===== config.mk =====
export PLATFORM = sky130hd
export DESIGN_NAME = channel_phase_generator_flat
export DESIGN_NICKNAME = d
export VERILOG_FILES = /design/src/rtl/channel_phase_generator_if.sv /design/src/rtl/channel_phase_generator.sv /design/src/flat_wrapper.sv
export SDC_FILE = /design/constraint.sdc
export NUM_CORES = 1
export LEC_CHECK = 0
export CORE_MARGIN = 2
export CORE_UTILIZATION = 30
export DETAILED_ROUTE_END_ITERATION = 6
export GPL_TIMING_DRIVEN = 0
export SLEW_MARGIN = 20
export SYNTH_ARGS = -nofsm -noshare
export SYNTH_HDL_FRONTEND = slang
export SYNTH_SLANG_ARGS = --single-unit

===== constraint.sdc =====
create_clock -name clk -period 9.9 [get_ports clk]
set_input_delay 1.98 -clock clk [delete_from_list [all_inputs] [get_ports clk]]
set_output_delay 1.98 -clock clk [all_outputs]
set_load 0.005 [all_outputs]

===== src/rtl/channel_phase_generator_if.sv =====
// Command handshake for the channel phase generator: a note step offered
// with valid/ready flow control.
interface channel_phase_generator_if #(
  parameter int unsigned STEP_W = 16
);
  logic              note_valid;
  logic              note_ready;
  logic [STEP_W-1:0] note_step;

  modport master (
    output note_valid,
    output note_step,
    input  note_ready
  );

  modport slave (
    input  note_valid,
    input  note_step,
    output note_ready
  );
endinterface


===== src/rtl/channel_phase_generator.sv =====
// Channel phase generator: advances an 8-bit phase index every note_step
// clock cycles. Retunes are held pending and applied at the next waveform
// wrap; a zero step requests a stop that also completes at the next wrap.
module channel_phase_generator #(
  parameter int unsigned STEP_W = 16
) (
  input  logic                     clk,
  input  logic                     rst_n,
  channel_phase_generator_if.slave note,
  output logic [7:0]               period,
  output logic                     phase_tick,
  output logic                     phase_wrap,
  output logic                     active
);

  typedef enum logic [1:0] {
    IDLE = 2'd0,
    RUN  = 2'd1,
    STOP = 2'd2
  } state_t;

  localparam logic [STEP_W-1:0] STEP_ONE = {{(STEP_W-1){1'b0}}, 1'b1};

  state_t            state;
  state_t            state_nx;
  logic [STEP_W-1:0] div_cnt;
  logic [STEP_W-1:0] step_reg;
  logic [STEP_W-1:0] pend_step;
  logic              pend_valid;
  logic              ready;
  logic              accept;
  logic              step_nz;

  assign note.note_ready = ready;

  // Status outputs decoded from registered state only (no input paths).
  always_comb begin
    active     = (state != IDLE);
    phase_tick = (state != IDLE) && (div_cnt == step_reg - STEP_ONE);
    phase_wrap = phase_tick && (period == 8'hFF);
  end

  // Handshake ready and command qualification.
  always_comb begin
    ready = 1'b0;
    case (state)
      IDLE:    ready = 1'b1;
      RUN:     ready = !pend_valid;
      default: ready = 1'b0;
    endcase
    accept  = note.note_valid && ready;
    step_nz = |note.note_step;
  end

  // Next-state logic.
  always_comb begin
    state_nx = state;
    case (state)
      IDLE:    if (accept && step_nz) state_nx = RUN;
      RUN:     if (accept && !step_nz) state_nx = STOP;
      STOP:    if (phase_wrap) state_nx = IDLE;
      default: state_nx = IDLE;
    endcase
  end

  // State register.
  always_ff @(posedge clk or negedge rst_n) begin
    if (!rst_n) begin
      state <= IDLE;
    end else begin
      state <= state_nx;
    end
  end

  // Divider, phase index and pending-retune registers.
  always_ff @(posedge clk or negedge rst_n) begin
    if (!rst_n) begin
      div_cnt    <= '0;
      step_reg   <= '0;
      pend_step  <= '0;
      pend_valid <= 1'b0;
      period     <= '0;
    end else begin
      case (state)
        IDLE: begin
          if (accept && step_nz) begin
            step_reg <= note.note_step;
            div_cnt  <= '0;
          end
        end
        RUN, STOP: begin
          // A wrap in STOP lands period on 0 and div_cnt on 0 through the
          // normal tick path, which is exactly the IDLE entry condition.
          if (phase_tick) begin
            div_cnt <= '0;
            period  <= period + 8'd1;
          end else begin
            div_cnt <= div_cnt + STEP_ONE;
          end
          if (state == RUN) begin
            if (phase_wrap && pend_valid) begin
              step_reg   <= pend_step;
              pend_valid <= 1'b0;
            end
            // Accept implies pend_valid was 0, so this never races the
            // retune above; a command taken at a wrap waits for the next.
            if (accept) begin
              if (step_nz) begin
                pend_step  <= note.note_step;
                pend_valid <= 1'b1;
              end else begin
                pend_valid <= 1'b0;
              end
            end
          end
        end
        default: ;
      endcase
    end
  end

endmodule


===== src/flat_wrapper.sv =====
// flat-port wrapper written by rule: the top's interface ports become plain ports
module channel_phase_generator_flat 
#(
  parameter int unsigned STEP_W = 16
)
  (clk, rst_n, period, phase_tick, phase_wrap, active, note_note_valid, note_note_step, note_note_ready);
  channel_phase_generator_if #(.STEP_W(STEP_W)) note_i ();
  input  logic clk;
  input  logic rst_n;
  output logic [7:0] period;
  output logic phase_tick;
  output logic phase_wrap;
  output logic active;
  input wire logic [$bits(note_i.note_valid)-1:0] note_note_valid;
  input wire logic [$bits(note_i.note_step)-1:0] note_note_step;
  output wire logic [$bits(note_i.note_ready)-1:0] note_note_ready;
  assign note_i.note_valid = note_note_valid;
  assign note_i.note_step = note_note_step;
  assign note_note_ready = note_i.note_ready;
  channel_phase_generator #(.STEP_W(STEP_W)) u_core (.clk(clk), .rst_n(rst_n), .note(note_i), .period(period), .phase_tick(phase_tick), .phase_wrap(phase_wrap), .active(active));
endmodule

==> metrics.md <==
| Metric | Value |
|---|---|
| Gr ovfl total | 0 |
| Routability cong. | 0.8415 |
| Final Skew | between 0.007 and 0.008 ns |
| Reg clk slew, reported paths | ~0.05 ns |
| Crit share post-route | 0.5540 |
| Min Tclk post-route | about 5.5 ns |
| Synthesis warning total | 0 |
| Maximum VDD drop | around 120 uV |
| Initial antenna violation count | 0 |
| Final Max Slew Viols | 0 |
| Fin Hold WS | 0.4992 ns |
| Residual DRC | 0 |
| Synth cell types | 54 |
| FILL cells | 1,117 |
| IO Pins | 31 |
| Post-DP HPWL | slightly below 6000 um |
| Hold-critical path depth | 1 |
| Synth Instances | ~330 |
| Seq cells post-synth | 59 |
| Post-Syn Nets | roughly 360 |
| Initial core utilization | 0.3065 |
| Max Cap Violations | 0 |
| Number of CTS-inserted buffers | 9 |
| CTS tree | done |
| # setup viols final | 0 |
| Pin count of the biggest net entering global routing | slightly above 40 |
| Hold_sp | u_core.pend_step[13]$_DFFE_PN0P_ |
| Rows | 39 |
| RSZ-0062 raised after global routing | no |
| Pleak | 1.768 nW |
| First-pass GRT wire length | 12,770 um |
| Avg Cell Area, Syn | about 10 sq um |
| CP required | slightly below 8 ns |
| Die span in x | roughly 110 um |
| Startpoint types | flop |
| Clk root buf | clkbuf_16 |
| Longest Clk Path Bufs | 2 |
| # resized after CTS | 0 |
| Crit. End Element | primary output |
| Fmax | 182.3 MHz |
| Nets@finish | 400 |
| Sink Count | between 50 and 60 |
| Share of cells above drive strength 1 | 0.1873 |
| Critical Setup Path Class | reg2out |
| Hold EP | u_core.pend_step[13]$_DFFE_PN0P_ |
| Routed Antenna Nets | 0 |
| Highest fanout seen on the critical path | 5 |
| Leading cell type in the layout, fill and taps excluded | dfrtp_1 |
| Die height | between 100 and 150 um |
| Ant. Diodes | 0 |
| Most frequent cells in the layout | dfrtp_1, mux2_2, nor2_1 |
| Hold WC Path Type | reg2reg |
| Via count | about 2,700 |
| Core area | 0.01137 sq mm |
| Worst reg2reg path depth | 11 |
| Worst r2r src | u_core.step_reg[0]$_DFFE_PN0P_ |
| Hold Fails Final Rpt | 0 |
| Vias in the first global route | 2,584 |
| Reg-to-reg endpoint | u_core.step_reg[13]$_DFFE_PN0P_ |
| CTS Hold Bufs | 0 |
| Area Growth Syn to Fin | 23.70% |
| Die area | between 0.01 and 0.015 sq mm |
| Worst-margin pin slew | 0.7145 ns |
| Cell area after synthesis | 0.003485 sq mm |
| Final TNS setup | 0 ns |
| CTS H-tree lvls | 3 |
| Top_reg_cell synth | dfrtp_1 |
| Final WL | roughly 7700 um |
| Post-CTS Setup Bufs | 0 |
| Status | complete, no violations |
| DR vias/cell | a little over 5 |
| Initial DRC Count | around 150 |
| Power per cell area | approximately 290 mW/mm^2 |
| WL/cell | about 15 um |
| Worst path arrival time | between 3 and 4 ns |
| Post-synth ARST share | 1.000 |
| GRT Util Overall | 0.1296 |
| Sequential cell area fraction in the yosys report | 0.4237 |
| Slew margin rel. | 0.5226 |
| Post-synth EDFFs | 0 |
| Skew-Pair Late Insertion Delay | 0.33 ns |
| Drt pass-1 iters | 4 |
| Flop-to-flop setup slack | ~6.2 ns |
| IO buf count | 30 |
-- metal layers --
layer / GRT usage / part of all wire
met2: 0.2016 / 0.47
met1: 0.1725 / 0.48
met3: 0.03103 / 0.029
met5: 0 / 0
met4: 0.05597 / 0.023
-- cells by family after synthesis --
logic type | count (synthesis) | share of synthesized area
buffers and inverters | 17 | 0.02513
adders and majority gates | 7 | 0.02513
xor gates and xnor gates | 35 | 0.08797
and+or+nand+nor | 128 | 0.1928
DFF | 59 | 0.4237
muxes | 52 | 0.1731
AOI/OAI and AO/OA | 34 | 0.07217
-- worst max-delay path: stages (launching register included) --
cell and delay [ns]:
dfrtp_1 0.44, inv_1 0.11, ha_1 0.24, or4b_4 0.54, or3_1 0.37, nor4b_1 0.28
o31ai_1 0.13, o31ai_1 0.18, nand3_2 0.24, nor2_1 0.14, clkdlybuf4s50_1 0.50
-- metrics by stage --
step	setup WS (ns)	cell area [sq um]	std cells	power (W)	util
after floorplan	5.577	3485	332	0.0007762	-
after global placement	4.780	3964	505	0.0008877	0.3486
after detailed placement	4.770	3981	506	0.0009047	0.3502
after CTS	4.426	4310	522	0.001249	0.3791
after global routing	4.278	4310	522	0.001323	0.3791
final	4.415	4310	522	0.001240	0.3791
-- worst max-delay path by stage --
stage / start / end / slack (ns) / cells after the start
finish: u_core.step_reg[0]$_DFFE_PN0P_ / phase_wrap / 4.42 / 10
global route: u_core.step_reg[0]$_DFFE_PN0P_ / phase_wrap / 4.28 / 10
CTS: u_core.step_reg[0]$_DFFE_PN0P_ / phase_wrap / 4.43 / 10
detailed placement: note_note_step[11] / u_core.step_reg[13]$_DFFE_PN0P_ / 4.77 / 9
global placement: note_note_step[11] / u_core.step_reg[13]$_DFFE_PN0P_ / 4.78 / 9
floorplan: u_core.step_reg[0]$_DFFE_PN0P_ / phase_wrap / 5.58 / 9
-- final cells by class --
class                           count  area, sq um  share of cell area
Multi-Input combinational cell    256         1921              0.4456
Sequential cell                    59         1476              0.3425
Timing Repair Buffer               31        317.8             0.07373
Clock buffer                       12        256.5             0.05951
Tap cell                          143        178.9             0.04151
Clock inverter                      4        72.57             0.01684
Inverter                           12        45.04             0.01045
Buffer                              5        42.54            0.009869
-- synth_stat cells (all sizes together) (2+ instances only) --
cell type | instances | area, sq um
dfrtp | 59 | 1476
mux2 | 45 | 533.0
nor2 | 31 | 116.4
nand2 | 22 | 82.58
xor2 | 19 | 166.4
nand3 | 17 | 90.09
xnor2 | 16 | 140.1
nor4 | 12 | 81.33
inv | 11 | 41.29
nor3 | 10 | 50.05
nand4 | 9 | 56.30
ha | 7 | 87.58
mux2i | 7 | 70.07
a21oi | 6 | 30.03
o21ai | 6 | 30.02
and3 | 5 | 31.28
or3 | 5 | 31.28
o31ai | 4 | 43.79
a31oi | 3 | 18.77
and2 | 3 | 18.77
buf | 3 | 35.03
nor2b | 3 | 18.77
o211ai | 3 | 22.52
a211o | 2 | 17.52
a211oi | 2 | 20.02
clkbuf | 2 | 7.510
or2 | 2 | 12.51
or4 | 2 | 18.77
-- report_power, final --
| part | switching, W | internal, W | total (W) |
|---|---|---|---|
| logic | 0.000235 | 0.000252 | 0.000487 |
| clock network | 0.000105 | 0.000233 | 0.000338 |
| registers | 0.0000920 | 0.000323 | 0.000415 |
No activity file was read; power rests on OpenSTA's default activity.
